[src/rtl/cpu_pkg.sv]
// Shared definitions for the 16-bit CPU pipeline control.
// Holds the opcode map, the forwarding-select encodings and the hazard FSM state type.
// Also holds the operand-usage decode that the hazard logic and the decoder agree on.
package cpu_pkg;

   // Opcode map of the 4-bit instruction field
   localparam logic [3:0] LDA_imm    = 4'b0000;
   localparam logic [3:0] CAL_add    = 4'b0001;
   localparam logic [3:0] CAL_sub    = 4'b0010;
   localparam logic [3:0] CAL_mul    = 4'b0011;
   localparam logic [3:0] CAL_and    = 4'b0100;
   localparam logic [3:0] CAL_or     = 4'b0101;
   localparam logic [3:0] IMM_add    = 4'b0110;
   localparam logic [3:0] IMM_sub    = 4'b0111;
   localparam logic [3:0] IMM_mul    = 4'b1000;
   localparam logic [3:0] LDA_reg    = 4'b1001;
   localparam logic [3:0] BAF_regsub = 4'b1010;

   // EX operand source selects
   localparam logic [1:0] FWD_REG = 2'b00;
   localparam logic [1:0] FWD_EXM = 2'b10;
   localparam logic [1:0] FWD_MWB = 2'b01;

   typedef enum logic [1:0] {
      RUN      = 2'd0,
      MUL_WAIT = 2'd1,
      HALT     = 2'd2
   } state_t;

   // Register-register forms read a second source
   function automatic logic rt_used(input logic [3:0] op);
      return (op == CAL_add) || (op == CAL_sub) || (op == CAL_mul) ||
             (op == CAL_and) || (op == CAL_or)  || (op == BAF_regsub);
   endfunction

   // Only the immediate load has no register source
   function automatic logic rs_used(input logic [3:0] op);
      return op != LDA_imm;
   endfunction

endpackage

[src/rtl/fwd_unit.sv]
// EX operand forwarding select for the ID instruction's two sources.
// Purely combinational; the selects are captured by the ID/EX register.
// The younger result (EX/MEM) wins over MEM/WB when both target the same register.
module fwd_unit
   import cpu_pkg::*;
#(
   parameter int REG_AW = 4
) (
   input  logic [REG_AW-1:0] rs,
   input  logic [REG_AW-1:0] rt,
   input  logic              exm_regwrite,
   input  logic [REG_AW-1:0] exm_rd,
   input  logic              mwb_regwrite,
   input  logic [REG_AW-1:0] mwb_rd,
   output logic [1:0]        fwd_a,
   output logic [1:0]        fwd_b
);

   // Pick the most recent in-flight producer of each source, else the regfile
   always_comb begin
      fwd_a = FWD_REG;
      fwd_b = FWD_REG;
      if (exm_regwrite && (exm_rd == rs))      fwd_a = FWD_EXM;
      else if (mwb_regwrite && (mwb_rd == rs)) fwd_a = FWD_MWB;
      if (exm_regwrite && (exm_rd == rt))      fwd_b = FWD_EXM;
      else if (mwb_regwrite && (mwb_rd == rt)) fwd_b = FWD_MWB;
   end

endmodule

[src/rtl/pipeline_hazard_ctrl.sv]
// Hazard controller for the 4-stage pipeline: enables, flush/bubble and forwarding selects.
// Stall decisions are combinational in the cycle the hazard is seen; FSM state and o_halted are registered.
// Priority: branch flush > multiply occupancy > load-use > debug halt entry.
module pipeline_hazard_ctrl
   import cpu_pkg::*;
#(
   parameter int REG_AW  = 4,
   parameter int MUL_LAT = 3,
   parameter int CNT_W   = 2
) (
   input  logic              clk,
   input  logic              reset,
   input  logic [3:0]        i_opcode_id,
   input  logic [REG_AW-1:0] i_rs_id,
   input  logic [REG_AW-1:0] i_rt_id,
   input  logic              i_idex_memtoreg,
   input  logic              i_idex_mul,
   input  logic [REG_AW-1:0] i_idex_rd,
   input  logic              i_exm_regwrite,
   input  logic [REG_AW-1:0] i_exm_rd,
   input  logic              i_mwb_regwrite,
   input  logic [REG_AW-1:0] i_mwb_rd,
   input  logic              i_branch_taken,
   input  logic              i_halt_req,
   output logic              o_pc_en,
   output logic              o_ifid_en,
   output logic              o_ifid_flush,
   output logic              o_idex_bubble,
   output logic [1:0]        o_fwd_a,
   output logic [1:0]        o_fwd_b,
   output logic              o_halted
);

   // MUL_WAIT lasts MUL_LAT-2 cycles after the RUN cycle that detects the multiply
   localparam logic [CNT_W-1:0] CNT_LOAD = CNT_W'((MUL_LAT > 2) ? (MUL_LAT - 2) : 0);

   state_t           state_q;
   logic [CNT_W-1:0] cnt_q;
   logic             halted_q;
   logic             halt_pend_q;
   logic             mul_release_q;
   logic             load_use;
   logic             mul_occ;
   logic [1:0]       fwd_a_raw;
   logic [1:0]       fwd_b_raw;

   fwd_unit #(.REG_AW(REG_AW)) u_fwd (
      .rs           (i_rs_id),
      .rt           (i_rt_id),
      .exm_regwrite (i_exm_regwrite),
      .exm_rd       (i_exm_rd),
      .mwb_regwrite (i_mwb_regwrite),
      .mwb_rd       (i_mwb_rd),
      .fwd_a        (fwd_a_raw),
      .fwd_b        (fwd_b_raw)
   );

   assign load_use = i_idex_memtoreg &&
                     ((rs_used(i_opcode_id) && (i_idex_rd == i_rs_id)) ||
                      (rt_used(i_opcode_id) && (i_idex_rd == i_rt_id)));

   // The multiply is still in ID/EX for one cycle after its freeze ends; mul_release_q
   // lets it advance instead of retriggering the occupancy stall.
   assign mul_occ = i_idex_mul && (MUL_LAT > 1) && !mul_release_q;

   assign o_fwd_a  = reset ? FWD_REG : fwd_a_raw;
   assign o_fwd_b  = reset ? FWD_REG : fwd_b_raw;
   assign o_halted = halted_q;

   // Sequencing FSM: multiply occupancy countdown, deferred and level halt, registered halt flag
   always_ff @(posedge clk or posedge reset) begin
      if (reset) begin
         state_q       <= RUN;
         cnt_q         <= '0;
         halted_q      <= 1'b0;
         halt_pend_q   <= 1'b0;
         mul_release_q <= 1'b0;
      end else begin
         mul_release_q <= 1'b0;
         case (state_q)
            RUN: begin
               if (i_branch_taken) begin
                  state_q <= RUN;
               end else if (mul_occ) begin
                  if (i_halt_req) halt_pend_q <= 1'b1;
                  if (MUL_LAT > 2) begin
                     state_q <= MUL_WAIT;
                     cnt_q   <= CNT_LOAD;
                  end else begin
                     mul_release_q <= 1'b1;
                  end
               end else if (load_use) begin
                  state_q <= RUN;
               end else if (i_halt_req || halt_pend_q) begin
                  state_q     <= HALT;
                  halted_q    <= 1'b1;
                  halt_pend_q <= 1'b0;
               end
            end
            MUL_WAIT: begin
               if (i_halt_req) halt_pend_q <= 1'b1;
               cnt_q <= cnt_q - 1'b1;
               if (cnt_q <= CNT_W'(1)) begin
                  state_q       <= RUN;
                  mul_release_q <= 1'b1;
               end
            end
            HALT: begin
               if (!i_halt_req) begin
                  state_q  <= RUN;
                  halted_q <= 1'b0;
               end
            end
            default: begin
               state_q <= RUN;
               cnt_q   <= '0;
            end
         endcase
      end
   end

   // Pipeline-register controls for the current cycle; reset forces NOPs into IF/ID and ID/EX
   always_comb begin
      o_pc_en       = 1'b1;
      o_ifid_en     = 1'b1;
      o_ifid_flush  = 1'b0;
      o_idex_bubble = 1'b0;
      if (reset) begin
         o_pc_en       = 1'b0;
         o_ifid_en     = 1'b0;
         o_ifid_flush  = 1'b1;
         o_idex_bubble = 1'b1;
      end else begin
         case (state_q)
            RUN: begin
               if (i_branch_taken) begin
                  o_ifid_flush  = 1'b1;
                  o_idex_bubble = 1'b1;
               end else if (mul_occ) begin
                  o_pc_en   = 1'b0;
                  o_ifid_en = 1'b0;
               end else if (load_use) begin
                  o_pc_en       = 1'b0;
                  o_ifid_en     = 1'b0;
                  o_idex_bubble = 1'b1;
               end
            end
            MUL_WAIT: begin
               o_pc_en   = 1'b0;
               o_ifid_en = 1'b0;
            end
            default: begin
               o_pc_en       = 1'b0;
               o_ifid_en     = 1'b0;
               o_idex_bubble = 1'b1;
            end
         endcase
      end
   end

endmodule

[config.mk]
export PLATFORM = sky130hd
export DESIGN_NAME = pipeline_hazard_ctrl
export DESIGN_NICKNAME = d
export VERILOG_FILES = /design/src/rtl/cpu_pkg.sv /design/src/rtl/fwd_unit.sv /design/src/rtl/pipeline_hazard_ctrl.sv
export SDC_FILE = /design/constraint.sdc
export NUM_CORES = 1
export LEC_CHECK = 0
export ABC_AREA = 0
export CAP_MARGIN = 5
export CORE_MARGIN = 5
export CORE_UTILIZATION = 39
export CTS_CLUSTER_DIAMETER = 200
export DETAILED_ROUTE_END_ITERATION = 7
export GPL_TIMING_DRIVEN = 1
export HOLD_SLACK_MARGIN = 0.06
export PLACE_DENSITY = 0.82
export SETUP_SLACK_MARGIN = 0.02
export SYNTH_ARGS = -nofsm -noshare
export SYNTH_HDL_FRONTEND = slang
export SYNTH_HIERARCHICAL = 1
export SYNTH_SLANG_ARGS = --single-unit
[constraint.sdc]
create_clock -name clk -period 1.69 [get_ports clk]
set_input_delay 0.338 -clock clk [delete_from_list [all_inputs] [get_ports clk]]
set_output_delay 0.338 -clock clk [all_outputs]
set_load 0.03 [all_outputs]
==> metrics <==
status=finished, violations left; failing checks=negative setup slack; Crit Path Category=reg2out; Fillers=approximately 120; root buffer cell=clkbuf_4; Final #Nets=around 200; Clk pin slew, worst setup/hold paths=around 0.060 ns; Post-Route WL=3.33 mm; layout cell share with drive strength beyond 1=0.599; initial antenna violation count=0; drt wl/cell=~17 um; Syn. warnings=6; DRC=0; Syn Nets=between 100 and 150; P_leak=approximately 0.00075 uW; IR drop worst, VDD=546 uV; Clock Power Share=0.125; critical path required time=around 1.4 ns; total CTS buffers=3; largest family of logic cells by synthesized area=simple AND/OR/NAND/NOR gates; Worst Setup End Kind=output port; CORE AREA=1940 sq um; # hold bufs at CTS=0; Sw Ratio=0.417; total power=1270 uW; area delta synth->final=111%; worst r2r src=state_q[0]$_DFFE_PP0P_; FF-to-FF End=state_q[1]$_DFFE_PP0P_; post-layout util=0.847; EDFF count, synth=0; Pre-Repair DR Iteration Count=4; Post-Synth Simple-Gate Area=0.302; Rel. slew slack=0.610; Async SR Flop Fraction=1.00; cell area after placement=~1400 sq um; Avg Cell Area, Syn=between 8 and 9 sq um; DIE AREA=~3000 sq um; final instance area=1640 sq um; Max-Cap Viols=0; power density over the cells=between 700 and 800 nW/um^2; final worst slack=-0.228 ns; Synth Area in Compound Gates=0.170; pin count of the biggest net entering global routing=9; Via-to-Cell Ratio=5.20; Hold Crit Class=in2async; worst path cell trace=nand2b_4, nand3_4, nor4_4, or4_4, buf_6; area of the mapped netlist=around 780 sq um; most common library cells after synthesis=10 x xor2_1, 9 x inv_1, 8 x xnor2_1; RSZ-0062 raised after global routing=true; DPL Wire Length=~2.1 mm; Slew @ Worst Pin=about 0.58 ns; number of global-route vias before repair=roughly 1100; xor/xnor share of the synthesized area=0.202; Fmax=roughly 0.52 GHz; die width=roughly 55 um; vias post-DR=a little over 1000; Synth area leaders=dfrtp_1 22%, xor2_1 11%, xnor2_1 9.0%; most common cell in the netlist=xor2_1; library cells used by synthesis=32; Buf/Inv on CP=1; Main synth FF type=dfrtp_1; period utilization=1.14; I/O Buffers=40; WP data arrival=between 1.5 and 2 ns; Pins Over Slew Limit=0; fin crit period=around 1.9 ns; slowest CP cell=or4_4; Rows=16; fraction of synthesized area in multiplexers=0.0273; worst skew pair latency=0.26 ns; sequential share of the synthesized area=0.225; final setup vio count=5; NetSw=530 uW; largest area contributor in the netlist=dfrtp_1; Hold Fails Final Rpt=0; r2r setup slk=0.02 ns; clock sink count=7; Internal=742 uW; critical path's largest stage delay=just under 0.5 ns; post-synthesis adder-cell area fraction=0.0161; Initial DRC Count=10; first-pass GRT wire length=about 4.8 mm; Die Y=~55 um; cell count after synthesis=96; GRT Overall Usage=0.227; CP Launch Type=flip-flop; htree depth=1; combinational share of power=0.658; Synth top area share=0.225; worst-path fanout max=2; GRT overflow=0; # diodes=0; Synth Register Bits=7; Top delay family on crit path=simple AND/OR/NAND/NOR gates; # IOs=between 40 and 50; Initial Utilization=0.401; placer congestion estimate=between 0.9 and 1; maximum root-to-sink buffer count=2; Final Skew=roughly 0.0091 ns; path depth of the worst reg2reg path=5; Seq pwr share=0.216; Final ANT Viol Nets=0; CTS tree=yes
routing by layer:
layer,global-route usage,share of wire
met1,0.242,0.36
met2,0.415,0.56
met3,0.0681,0.066
met4,0.0830,0.013
met5,0,0
state kept, by name, indices dropped and copies added (netlist names):
name	cells
cnt_q	2
halt_pend_q	1
mul_release_q	1
o_halted	1
state_q	2
how the worst max path moves through the flow:
stage	start	to	slack (ns)	cells after the start
after CTS	mul_release_q$_DFF_PP0_	o_idex_bubble	-0.20	5
after global routing	mul_release_q$_DFF_PP0_	o_idex_bubble	-0.27	5
final	mul_release_q$_DFF_PP0_	o_idex_bubble	-0.23	5
after floorplan	i_opcode_id[0]	o_pc_en	-0.13	6
after global placement	i_opcode_id[0]	o_idex_bubble	-0.60	5
after detailed placement	i_opcode_id[0]	o_idex_bubble	-0.63	5
power by group through the flow:
stage	registers, uW	clock network, uW	logic [uW]
floorplan	305	0	333
global placement	274	0	636
detailed placement	278	0	656
CTS	276	158	741
global route	281	176	907
finish	275	159	838
worst min-delay path, cell delays in order:
cell	delay [ns]
dlygate4sd2_1	0.28
inv_1	0.09
buf_4	0.17
cell usage in the layout (no fill, tap or decap), types with 2 or more instances in the layout:
| cell type | synthesis | routed |
|---|---|---|
| buf_6 | 0 | 24 |
| o311ai_0 | 2 | 2 |
| clkbuf_4 | 0 | 3 |
| nand2_1 | 4 | 3 |
| inv_2 | 1 | 2 |
| nor3_1 | 3 | 2 |
| buf_2 | 0 | 10 |
| dlygate4sd2_1 | 0 | 5 |
| xnor2_1 | 8 | 5 |
| o2111ai_2 | 0 | 2 |
| buf_4 | 1 | 20 |
| or2b_1 | 2 | 2 |
| xor2_1 | 10 | 7 |
| xnor2_2 | 0 | 2 |
| nor2b_2 | 0 | 2 |
| a21oi_1 | 4 | 3 |
| nor3_2 | 2 | 3 |
| clkbuf_2 | 0 | 4 |
| nand2b_4 | 0 | 4 |
| nand3_1 | 4 | 3 |
| xor2_2 | 0 | 3 |
| dfrtp_1 | 7 | 7 |
| o21ai_0 | 3 | 2 |
| inv_1 | 9 | 8 |
| nor2_4 | 0 | 2 |
| buf_8 | 0 | 2 |
| or4_4 | 0 | 2 |
| a21o_1 | 2 | 2 |
| nor2_1 | 7 | 5 |
| nor4_4 | 1 | 3 |
| clkdlybuf4s50_1 | 0 | 3 |
cell type report:
class / instances / area (sq um) / share of cell area
inverter: 10 / 37.5 / 0.0228
sequential: 7 / 175 / 0.107
clock buffer: 4 / 26.3 / 0.0160
timing repair buffer: 68 / 594 / 0.361
multi-input combinational: 78 / 777 / 0.473
tap: 27 / 33.8 / 0.0205
through the flow:
step / std cells / hold slack [ns] / setup slack, ns / setup TNS, ns
finish: 194 / 0.273 / -0.228 / -0.514
CTS: 192 / 0.273 / -0.203 / -0.520
detailed placement: 184 / 0.476 / -0.631 / -4.66
floorplan: 96 / 0.158 / -0.127 / -0.127
global route: 194 / 0.301 / -0.267 / -1.13
global placement: 184 / 0.469 / -0.599 / -4.30
what timing repair did:
action,CTS,global route
gates resized for setup,136,28
endpoints found under the setup margin,11,10
pin swaps,31,14
buffers inserted,5,2
kinds of logic after synthesis:
kind of cell    after synthesis
compound gates               19
buf+inv                      11
xor+xnor                     18
fa+ha+maj                     1
flops                         7
simple gates                 38
mux                           2
No activity file was read; power rests on OpenSTA's default activity.
